**config.mk**
```make
export PLATFORM = sky130hd
export DESIGN_NAME = right_shift_unit
export DESIGN_NICKNAME = d
export VERILOG_FILES = /design/src/rtl/right_shift_unit.sv
export SDC_FILE = /design/constraint.sdc
export NUM_CORES = 1
export LEC_CHECK = 0
export BUFFER_PORTS_ARGS = -buffer_cell sky130_fd_sc_hd__buf_2
export CAP_MARGIN = 20
export CORE_MARGIN = 4
export CORE_UTILIZATION = 50
export CTS_CLUSTER_SIZE = 28
export DETAILED_ROUTE_END_ITERATION = 8
export GPL_TIMING_DRIVEN = 0
export MAX_ROUTING_LAYER = met4
export PLACE_DENSITY = 0.86
export SYNTH_ARGS = -nofsm -noshare
export SYNTH_HDL_FRONTEND = slang
export SYNTH_SLANG_ARGS = --single-unit
```
**constraint.sdc**
```tcl
create_clock -name Clk -period 2.5 [get_ports Clk]
set_clock_uncertainty 0.2 [all_clocks]
set_input_delay 0.125 -clock Clk [delete_from_list [all_inputs] [get_ports Clk]]
set_output_delay 0.125 -clock Clk [all_outputs]
set_load 0.1 [all_outputs]
```
**src/rtl/right_shift_unit.sv**
```systemverilog
// right_shift_unit
//
// Multi-cycle logical/arithmetic right shifter (SRL/SRA). Each step moves the
// working word right by half the width while at least that many positions
// remain, and by one position otherwise, so only two fixed shift paths exist.
// A start/done handshake lets the control unit stall while a shift runs.
//
// Ports:
//   Clk    in   1        clock, rising edge
//   Rst    in   1        asynchronous active-high reset
//   Start  in   1        shift request, sampled only in IDLE
//   In     in   WIDTH    operand, captured when Start is accepted
//   Shamt  in   SHAMT_W  shift amount 0..WIDTH-1, captured with In
//   Arith  in   1        0 = zero fill, 1 = sign fill from In[WIDTH-1]
//   Out    out  WIDTH    result register, holds until the next completion
//   Busy   out  1        high while shifting
//   Done   out  1        one-cycle completion pulse; Out valid from here on
//
// Only WIDTH = 32 with SHAMT_W = 5 is supported.

module right_shift_unit #(
    parameter int WIDTH   = 32,
    parameter int SHAMT_W = 5
) (
    input  logic               Clk,
    input  logic               Rst,
    input  logic               Start,
    input  logic [WIDTH-1:0]   In,
    input  logic [SHAMT_W-1:0] Shamt,
    input  logic               Arith,
    output logic [WIDTH-1:0]   Out,
    output logic               Busy,
    output logic               Done
);

    localparam int                 HALF_W = WIDTH / 2;
    localparam logic [SHAMT_W-1:0] STEP_BIG = SHAMT_W'(HALF_W);
    localparam logic [SHAMT_W-1:0] STEP_ONE = SHAMT_W'(1);

    typedef enum logic [1:0] {
        IDLE  = 2'd0,
        SHIFT = 2'd1,
        DONE  = 2'd2
    } state_t;

    state_t             state, state_next;
    logic [WIDTH-1:0]   w, w_next;
    logic [SHAMT_W-1:0] r, r_next;
    logic               f, f_next;
    logic [WIDTH-1:0]   out_next;

    // Coarse path: drop the low half, fill the top half with the fill bit.
    function automatic logic [WIDTH-1:0] shift_big(input logic [WIDTH-1:0] word,
                                                   input logic fill);
        return {{HALF_W{fill}}, word[WIDTH-1:HALF_W]};
    endfunction

    // Fine path: single-position shift with the fill bit entering at the top.
    function automatic logic [WIDTH-1:0] shift_one(input logic [WIDTH-1:0] word,
                                                   input logic fill);
        return {fill, word[WIDTH-1:1]};
    endfunction

    always_ff @(posedge Clk or posedge Rst) begin
        if (Rst) begin
            state <= IDLE;
            w     <= '0;
            r     <= '0;
            f     <= 1'b0;
            Out   <= '0;
        end else begin
            state <= state_next;
            w     <= w_next;
            r     <= r_next;
            f     <= f_next;
            Out   <= out_next;
        end
    end

    always_comb begin
        state_next = state;
        w_next     = w;
        r_next     = r;
        f_next     = f;
        out_next   = Out;
        Busy       = 1'b0;
        Done       = 1'b0;

        case (state)
            IDLE: begin
                if (Start) begin
                    w_next     = In;
                    r_next     = Shamt;
                    // Logical shifts always fill with zero regardless of sign.
                    f_next     = Arith & In[WIDTH-1];
                    state_next = SHIFT;
                end
            end
            SHIFT: begin
                Busy = 1'b1;
                if (r >= STEP_BIG) begin
                    w_next = shift_big(w, f);
                    r_next = r - STEP_BIG;
                end else if (r != '0) begin
                    w_next = shift_one(w, f);
                    r_next = r - STEP_ONE;
                end else begin
                    out_next   = w;
                    state_next = DONE;
                end
            end
            DONE: begin
                Done       = 1'b1;
                state_next = IDLE;
            end
            default: begin
                state_next = IDLE;
            end
        endcase
    end

endmodule

```
==> out/metrics.yaml <==
outcome: "finished clean"
reg2reg_slack_ps: 200
synth.most_common_cell: "mux2_2"
htreeDepth: 3
cts_resized: 0
hold_path_class: "input port to register"
avgSynthCellArea_um2: 14.1
dr.pass1.iters: 4
clkSinkCount: 72
rows: 30
worst_slew_pin_slew_ps: 878
syn-cell-area_um2: 3650
via_count: 2514
viasPerCell: 5.20
post-route-min-period_ps: 2300
antenna_found_initial: 0
num_antenna_cells: 0
ys_ff_latch: 72
cts_tree: "done"
grt_max_degree: 73
cp-startpoint: "r[0]"
clk_path_buf_depth: 2
drv_slew: 0
crit_type: "register to register"
areaGrowthSynthToFinish_pct: 29.6
syn-num-nets: 301
async_reset_ff_share_pct: 100
finalInstanceArea_um2: 4730
gp_congestion: 0.853
clk_pin_slew_ps: 70
drtIter0Drc: 141
start_util_pct: 52.6
drtAntennaViolNets: 0
root_buffer: "clkbuf_8"
grt_pass1_wl_um: 13900
max_clock_freq_ghz: 0.434
final_layout_size_suffix_gt1_share_pct: 53.2
synth_top_family_by_area: "multiplexers"
synth-edff-count: 0
worstPathRequired_ps: 2530
synth_compound_area_share_pct: 2.47
finalHoldViolations: 0
postSynthCellCount: 258
clkLatencyLatePin_ps: 350
relSlewSlack_pct: 41.4
setup_violations: 0
nets: 426
synthFlopType: "dfrtp_1"
placed_area_um2: 4140
worstReg2RegStart: "r[0]"
ff2ff_path_depth: 6
io_buffers: 74
die_area_um2: 8730
endpoint: "w[10]"
yosysTopAreaCellShare_pct: 49.4
die_x_um: 93.4
core_area_um2: 6940
grtUsageTotal_pct: 21.6
wl_per_cell_um: 17.5
period_share_pct: 92.1
numCtsBuffers: 9
ios: 75
synth_area_leaders: "dfrtp_1 (49%), mux2_2 (31%), mux2_1 (8.9%), mux2i_1 (1.1%), buf_2 (0.96%)"
synthAdderAreaFrac_pct: 0.686
finalWirelength_um: 8450
layout.cells.non_filler: 483
ys_seq_area_share_pct: 49.4
endpoint_kind: "register"
grt_setup_unrepaired: "false"
worstSetupStartpointType: "register"
cp.arrival_ps: 2330
holdBufCountCts: 40
synth_mux_area_share_pct: 40.9
drc: 0
die_h_um: 93.4
hp-start: "Start"
synth_top_area_cell: "dfrtp_1"
yosysWarnings: 0
grt_pass1_vias: 2779
maxCapViolations: 0
synthSimpleGateAreaFrac_pct: 3.26
hpwl_um: 5580
dp_cells: 428
synth.distinct_cells: 33
overflow: 0
cp_max_fo: 10
r2r-end: "w[10]"
post_cts_buffers: 0
synth_xor_xnor_area_share_pct: 0
yosys-top-cells-count: "mux2_2 (100), dfrtp_1 (72), mux2_1 (29), buf_2 (7), inv_1 (7)"
## layer usage
metal,wire length (µm),share of wire [%],up-vias,global-route usage (%)
li1,-,-,1186,-
met1,3600,43,1248,24.8
met2,4290,51,65,36.5
met3,369,4.4,15,4.91
met4,187,2.2,0,8.91
met5,0,0,-,-
## cells by family (layout without fill, tap and decap cells)
group / after synthesis / in the layout
compound gates: 10 / 10
fa+ha+maj: 2 / 2
buf+inv: 23 / 152
flops: 72 / 72
mux: 133 / 133
simple gates: 18 / 18
## worst max-delay path, stage by stage, from the launching register on
cell and delay, ps:
dfrtp_1 370, inv_1 90, ha_1 240, nor2b_1 170
a21oi_2 370, buf_2 360, mux2_2 390
## cell type report
| type | count | area (µm²) |
|---|---|---|
| Inverter | 8 | 32.5 |
| Clock buffer | 12 | 145 |
| Sequential cell | 72 | 1800 |
| Multi-Input combinational cell | 163 | 1730 |
| Timing Repair Buffer | 114 | 771 |
| Tap cell | 96 | 120 |
| Buffer | 15 | 91.3 |
| Clock inverter | 3 | 42.5 |
| Fill cell | 497 | 2210 |
## cells in the final DEF (no fill, tap or decap), types with 2 or more instances in the layout
cell	netlist	final
buf_6	2	2
buf_4	3	3
inv_1	7	6
mux2_2	100	100
nand2_1	2	2
dfrtp_1	72	72
a211o_1	2	2
mux2_1	29	29
clkbuf_8	0	10
buf_2	7	81
dlygate4sd3_1	0	40
nor2b_1	2	2
clkbuf_1	1	3
buf_1	2	2
mux2i_1	4	4
ha_1	2	2
nor3b_1	2	2
nor2_1	4	4
## per-stage QoR
step           setup slack, ps  utilization [%]  hold WS, ps  setup TNS (ps)
6_report                   198             68.1         52.9               0
3_3_place_gp              -522             59.6          189          -37400
4_1_cts                    198             68.1         36.8               0
2_1_floorplan              271                -         61.0               0
3_5_place_dp               208             59.7          177               0
5_1_grt                    104             68.1         74.4               0
## flip-flops by register name (all words and copies together), names as in the netlist
signal and cells:
Out 32, f 1, r 5, state 2, w 32
## worst min path at each step
stage | endpoint | cells past startpoint
global route | f | 3
global placement | f | 3
CTS | f | 3
finish | f | 3
detailed placement | Out[20] | 2
floorplan | f | 2
Power is left out: the tool's default activity adds up to more than one toggle a clock period on the data nets, which glitch-free logic cannot reach.
